==> src/rtl/multicycle_main_fsm.sv <==
// Main control FSM for the multicycle processor.
// Steps each instruction through fetch, decode, execute, memory and writeback,
// and drives the datapath selects plus the ungated RegW/MemW/Branch requests.
// Every output except Illegal comes from the state register alone.
module multicycle_main_fsm (
  input  logic       clk,
  input  logic       reset,
  input  logic [1:0] Op,
  input  logic [5:0] Funct,
  output logic       IRWrite,
  output logic       AdrSrc,
  output logic [1:0] ALUSrcA,
  output logic [1:0] ALUSrcB,
  output logic [1:0] ResultSrc,
  output logic       ALUOp,
  output logic       NextPC,
  output logic       RegW,
  output logic       MemW,
  output logic       Branch,
  output logic       Illegal
);

  typedef enum logic [3:0] {
    FETCH    = 4'd0,
    DECODE   = 4'd1,
    MEMADR   = 4'd2,
    MEMRD    = 4'd3,
    MEMWB    = 4'd4,
    MEMWR    = 4'd5,
    EXECUTER = 4'd6,
    EXECUTEI = 4'd7,
    ALUWB    = 4'd8,
    BRANCH   = 4'd9
  } state_t;

  // The register is a plain vector so the six unused codes (10..15) are
  // representable; they decode to all-zero outputs and fall back to FETCH.
  logic [3:0] state_reg;
  state_t     state_next;

  // Only the I and L/S bits of Funct steer this machine.
  logic unused_funct;
  assign unused_funct = ^Funct[4:1];

  // State register; reset abandons any in-flight instruction.
  always_ff @(posedge clk) begin
    if (reset) begin
      state_reg <= FETCH;
    end else begin
      state_reg <= state_next;
    end
  end

  // Next-state selection; Op/Funct are only consulted in DECODE and MEMADR.
  always_comb begin
    state_next = FETCH;
    case (state_reg)
      FETCH:  state_next = DECODE;
      DECODE: begin
        case (Op)
          2'b00:   state_next = Funct[5] ? EXECUTEI : EXECUTER;
          2'b01:   state_next = MEMADR;
          2'b10:   state_next = BRANCH;
          default: state_next = FETCH;   // illegal opcode retires as a NOP
        endcase
      end
      MEMADR:   state_next = Funct[0] ? MEMRD : MEMWR;
      MEMRD:    state_next = MEMWB;
      MEMWB:    state_next = FETCH;
      MEMWR:    state_next = FETCH;
      EXECUTER: state_next = ALUWB;
      EXECUTEI: state_next = ALUWB;
      ALUWB:    state_next = FETCH;
      BRANCH:   state_next = FETCH;
      default:  state_next = FETCH;
    endcase
  end

  // Moore output decode; Illegal is the single Mealy term (DECODE with Op=11).
  always_comb begin
    IRWrite   = 1'b0;
    AdrSrc    = 1'b0;
    ALUSrcA   = 2'b00;
    ALUSrcB   = 2'b00;
    ResultSrc = 2'b00;
    ALUOp     = 1'b0;
    NextPC    = 1'b0;
    RegW      = 1'b0;
    MemW      = 1'b0;
    Branch    = 1'b0;
    Illegal   = 1'b0;
    case (state_reg)
      FETCH: begin
        IRWrite   = 1'b1;
        NextPC    = 1'b1;
        ALUSrcA   = 2'b01;
        ALUSrcB   = 2'b10;
        ResultSrc = 2'b10;
      end
      DECODE: begin
        // PC+8 is formed here so R15 reads see the architectural value.
        ALUSrcA   = 2'b01;
        ALUSrcB   = 2'b10;
        ResultSrc = 2'b10;
        Illegal   = (Op == 2'b11);
      end
      MEMADR: begin
        ALUSrcB   = 2'b01;
      end
      MEMRD: begin
        AdrSrc    = 1'b1;
      end
      MEMWB: begin
        ResultSrc = 2'b01;
        RegW      = 1'b1;
      end
      MEMWR: begin
        AdrSrc    = 1'b1;
        MemW      = 1'b1;
      end
      EXECUTER: begin
        ALUOp     = 1'b1;
      end
      EXECUTEI: begin
        ALUSrcB   = 2'b01;
        ALUOp     = 1'b1;
      end
      ALUWB: begin
        RegW      = 1'b1;
      end
      BRANCH: begin
        ALUSrcB   = 2'b01;
        ResultSrc = 2'b10;
        Branch    = 1'b1;
      end
      default: ;
    endcase
  end

endmodule

==> config.mk <==
export PLATFORM = sky130hd
export DESIGN_NAME = multicycle_main_fsm
export DESIGN_NICKNAME = d
export VERILOG_FILES = /design/src/rtl/multicycle_main_fsm.sv
export SDC_FILE = /design/constraint.sdc
export NUM_CORES = 1
export LEC_CHECK = 0
export ABC_AREA = 0
export CAP_MARGIN = 10
export CORE_AREA = 5 5 42 44
export DETAILED_ROUTE_END_ITERATION = 7
export DIE_AREA = 0 0 47 49
export PLACE_DENSITY = 0.72
export SLEW_MARGIN = 20
export SYNTH_ARGS = -nofsm -noshare
export SYNTH_HDL_FRONTEND = slang
export SYNTH_SLANG_ARGS = --single-unit
==> constraint.sdc <==
create_clock -name clk -period 3.2 [get_ports clk]
set_input_delay 0.64 -clock clk [delete_from_list [all_inputs] [get_ports clk]]
set_output_delay 0.64 -clock clk [all_outputs]
set_load 0.01 [all_outputs]
### Word-level counts from Yosys, hierarchy flattened

Cells that the tools add are included.

| cells by class | value |
|---|---|
| equality and inequality tests | 12 |
| mux-type cells | 14 |
| reduce and logical (&&, ||, !) cells | 8 |

Operators with widths:

| kind | number |
|---|---|
| 4-bit case mux with 5 select lines | 1 |
| 4-bit by 3-bit == test with 1-bit output, second input constant | 4 |
| 4-bit case mux with 3 select lines | 1 |
| 1-bit 2-to-1 mux | 9 |
| 4-bit by 2-bit == test with 1-bit output, second input constant | 2 |
| 4-bit == test, second input constant | 2 |
| 2-bit case mux with 2 select lines | 2 |
| 2-bit OR reduction | 4 |
| 3-bit OR reduction | 2 |
| 2-bit == test, second input constant | 2 |
| 4-bit by 1-bit == test with 1-bit output, second input constant | 1 |
| 4-bit logical NOT | 1 |
| 3-bit 2-to-1 mux | 1 |
| 2-bit by 1-bit == test with 1-bit output, second input constant | 1 |
| 2-bit logical NOT | 1 |

| storage, ports and cells | value |
|---|---|
| bits in registers | 4 |
| input bits | 10 |
| output and inout port bits | 14 |

### Depth between registers and ports, before layout

| logic depth | value |
|---|---|
| depth in word-level cells | 3 |
| depth in mapped cells | 4 |

### Worst setup path after synthesis

Ideal clock, no wire load.

| timing path | value |
|---|---|
| kind | register -> output |
| start | register state_reg[1] |
| end | output port NextPC |
| arrival | 1.222 ns |
| required time | 2.560 ns |
| path slack | 1.338 ns |
| cell stages (with the launch flop) | 4 |
| buffers on the path | 2 |
| cells stage by stage | dfxtp_1 buf_2 nor4_1 buf_4 |

| between the ends | value |
|---|---|
| cells in the longest elaborated chain, start to end | 2 |

Ends and longest elaborated chain:

| element | line | RTL |
|---|---|---|
| start, declared | 38 | `logic [3:0] state_reg;` |
| start signal, assigned | 50 | `state_reg <= state_next;` |
| 4-bit logical NOT | - |  |
| 1-bit 2-to-1 mux | - |  |
| end, declared | 16 | `output logic NextPC,` |

No other way between the ends.

### Worst setup path in the final report

| timing path | value |
|---|---|
| start | input port Op[1] |
| end | output port Illegal |

| between the ends | value |
|---|---|
| cells in the longest elaborated chain, start to end | 2 |

Ends and longest elaborated chain:

| element | line | RTL |
|---|---|---|
| start, declared | 8 | `input logic [1:0] Op,` |
| 2-bit == test | 105 | `Illegal = (Op == 2'b11);` |
| 1-bit 2-to-1 mux | 92 | `case (state_reg)` |
| end, declared | 20 | `output logic Illegal` |

No other way between the ends.

==> impl_metrics.py <==
metrics = {
    "pwr": {
        "vdd_drop_max_mv": 0.249,
        "power_mw": 0.191,
        "p_per_area_nw_per_um2": 366,
        "leakage_nw": 0.184,
    },
    "place": {
        "gp_congestion": 0.753,
        "dp_hpwl_um": 628,
        "io_buffers": 18,
        "pre_cts_ws_ns": 0.551,
        "placed_cells": 75,
        "post_dp_cell_area_um2": 500,
    },
    "layout": {
        "fin_util": 0.373,
        "regArea_um2": 80.1,
        "n_antenna_cell": 0,
        "drive_gt1_frac": 0.129,
        "fillCellCount": 159,
        "nNetsFinal": 74,
        "finalInstanceArea_um2": 523,
        "largest_reg_flops": 4,
        "final_cells": 78,
        "multi_input_area_um2": 209,
        "areaGrowthSynthToFinish_pct": 57.1,
    },
    "clock_network": {
        "clockBufferDepth": 2,
        "path_clk_slew_ns": 0.03,
        "hold_buffers": 0,
        "numCtsBuffers": 3,
        "clockRootBuffer": "clkbuf_4",
        "cts_tree": "yes",
        "cts_setup_buffers": 0,
        "cts_sinks": 4,
        "clk_latency_ns": 0.23,
        "postCtsResizedCells": 0,
        "cts_max_level": 1,
    },
    "routing": {
        "ant_nets": 0,
        "post-route-drc-count": 0,
        "dr.pass1.iters": 4,
        "num_vias": 371,
        "avgViaCountPerCell": 4.76,
        "drt_iter0_drc": 2,
        "wire_per_inst_um": 10.4,
        "drt_wl_total_um": 814,
    },
    "worst_hold_path": {
        "hold_depth": 1,
        "hold_path_class": "reg -> reg",
        "holdPathEnd": "state_reg[0]$_SDFF_PP0_",
        "hold_start": "state_reg[0]$_SDFF_PP0_",
    },
    "job": {
        "maxCapViolations": 0,
    },
    "critical_path": {
        "end_kind": "primary output",
        "crit_start": "Op[1]",
        "r2r_end": "state_reg[3]$_SDFF_PP0_",
        "r2r_start": "state_reg[1]$_SDFF_PP0_",
        "arrival_ns": 2.00,
        "reg2reg_depth": 3,
        "critPathKind": "in -> out",
        "cp_data_required_time_ns": 2.56,
        "cp_max_fo": 5,
        "startpoint_type": "input port",
        "reg2reg_setup_slack_ns": 1.84,
    },
    "logic_synthesis": {
        "synth-simple-area-share": 0.398,
        "yosysUniqueCellTypes": 24,
        "syn-num-nets": 56,
        "ys_ff_latch": 4,
        "mappedNetlistArea_um2": 333,
        "ys_warn_count": 0,
        "synth_compound_gate_area_share": 0.192,
        "syn_inst": 46,
        "ys_seq_area_frac": 0.241,
        "synthAdderAreaFrac": 0,
        "synth_top_family_by_area": "simple AND/OR/NAND/NOR gates",
        "synth_xor_area_frac": 0.0263,
        "synth.avg_cell_area_um2": 7.24,
        "synth_mux_area_frac": 0,
    },
    "sta": {
        "setup_tns_ns": 0,
        "hold_viol_final": 0,
        "timing.hold.ws_ns": 0.589,
        "rsz0062_at_grt": "no",
        "period_minus_slack_ns": 2.64,
        "finalSetupViolCount": 0,
        "fin_crit_sh": 0.825,
        "worst_slack_ns": 0.560,
        "max_clock_freq_mhz": 379,
        "finClkSkew_ns": 0.00316,
        "slew_violations": 0,
    },
    "global_routing": {
        "antenna_found_initial": 0,
        "grt_pass1_vias": 296,
        "overflow": 0,
        "grt_util_all_layers": 0.0746,
        "grt_max_degree": 15,
        "grt_pass1_wl_um": 1310,
    },
    "floorplan": {
        "pin_count": 24,
        "fp-row-count": 14,
        "die_h_um": 49,
        "dieArea_um2": 2300,
        "die_w_um": 47,
        "core_region_area_um2": 1400,
        "start_util": 0.237,
    },
    "outcome": {
        "outcome": "complete, no violations",
    },
}
==> worst max-delay path: stages <==
cell	delay, ns
clkdlybuf4s50_1	0.54
nand2_1	0.07
nor4_1	0.17
clkdlybuf4s50_1	0.58
==> synthesized netlist by cell type <==
cell	instances	area, um2
a311o_1	1	10.0
buf_2	1	5.00
or3_1	1	6.26
o21ai_0	2	10.0
conb_1	1	3.75
nor2_1	6	22.5
dfxtp_1	4	80.1
or4_4	1	11.3
nor4_1	2	12.5
inv_1	3	11.3
clkbuf_2	1	5.00
nand2_1	2	7.51
nand2b_2	1	8.76
nand2b_4	1	13.8
o22a_2	1	10.0
xnor2_1	1	8.76
or2_1	1	6.26
buf_4	2	15.0
clkbuf_4	1	7.51
a21oi_1	2	10.0
nand2b_1	3	18.8
nor3_1	5	25.0
a21oi_2	1	8.76
a211oi_1	2	15.0
==> power by group <==
part / internal [mW] / switching (mW)
clock: 0.0419 / 0.0195
sequential: 0.0536 / 0.0101
combinational: 0.0404 / 0.0261
total: 0.136 / 0.0556
==> kinds of logic after synthesis <==
family	Yosys count
buf+inv	8
xor+xnor	1
other cells	1
compound gates	9
simple gates	23
flops	4
==> worst max path at each step <==
stage	end	depth (start not counted)	slack, ns
after floorplan	NextPC	3	1.34
after global placement	Illegal	4	0.55
after detailed placement	Illegal	4	0.55
after CTS	Illegal	4	0.55
after global routing	Illegal	4	0.50
final	Illegal	4	0.56
==> cell usage in the layout (no fill, tap or decap), drive strengths merged <==
cell type | synthesis | final
or2 | 1 | 1
clkdlybuf4s50 | 0 | 18
nor3 | 5 | 5
inv | 3 | 3
nor2 | 6 | 6
dfxtp | 4 | 4
or4 | 1 | 1
xnor2 | 1 | 1
clkbuf | 2 | 3
a311o | 1 | 1
nand2 | 2 | 2
conb | 1 | 1
nor4 | 2 | 2
nand2b | 5 | 5
a211oi | 2 | 2
o21ai | 2 | 2
or3 | 1 | 1
a21oi | 3 | 3
o22a | 1 | 1
==> cell type report <==
class	instances	share of cell area
Timing Repair Buffer	18	0.344
Sequential cell	4	0.153
Inverter	3	0.0215
Clock buffer	3	0.0431
Tap cell	16	0.0383
Multi-Input combinational cell	34	0.400
==> metal layers <==
metal  track usage  up-vias  part of all wire
li1              -      192                 -
met1         0.101      162              0.45
met2         0.109       17              0.42
met3        0.0443        0              0.13
met4             0        0                 0
met5             0        -                 0
Power figures use the tool's default switching activity.
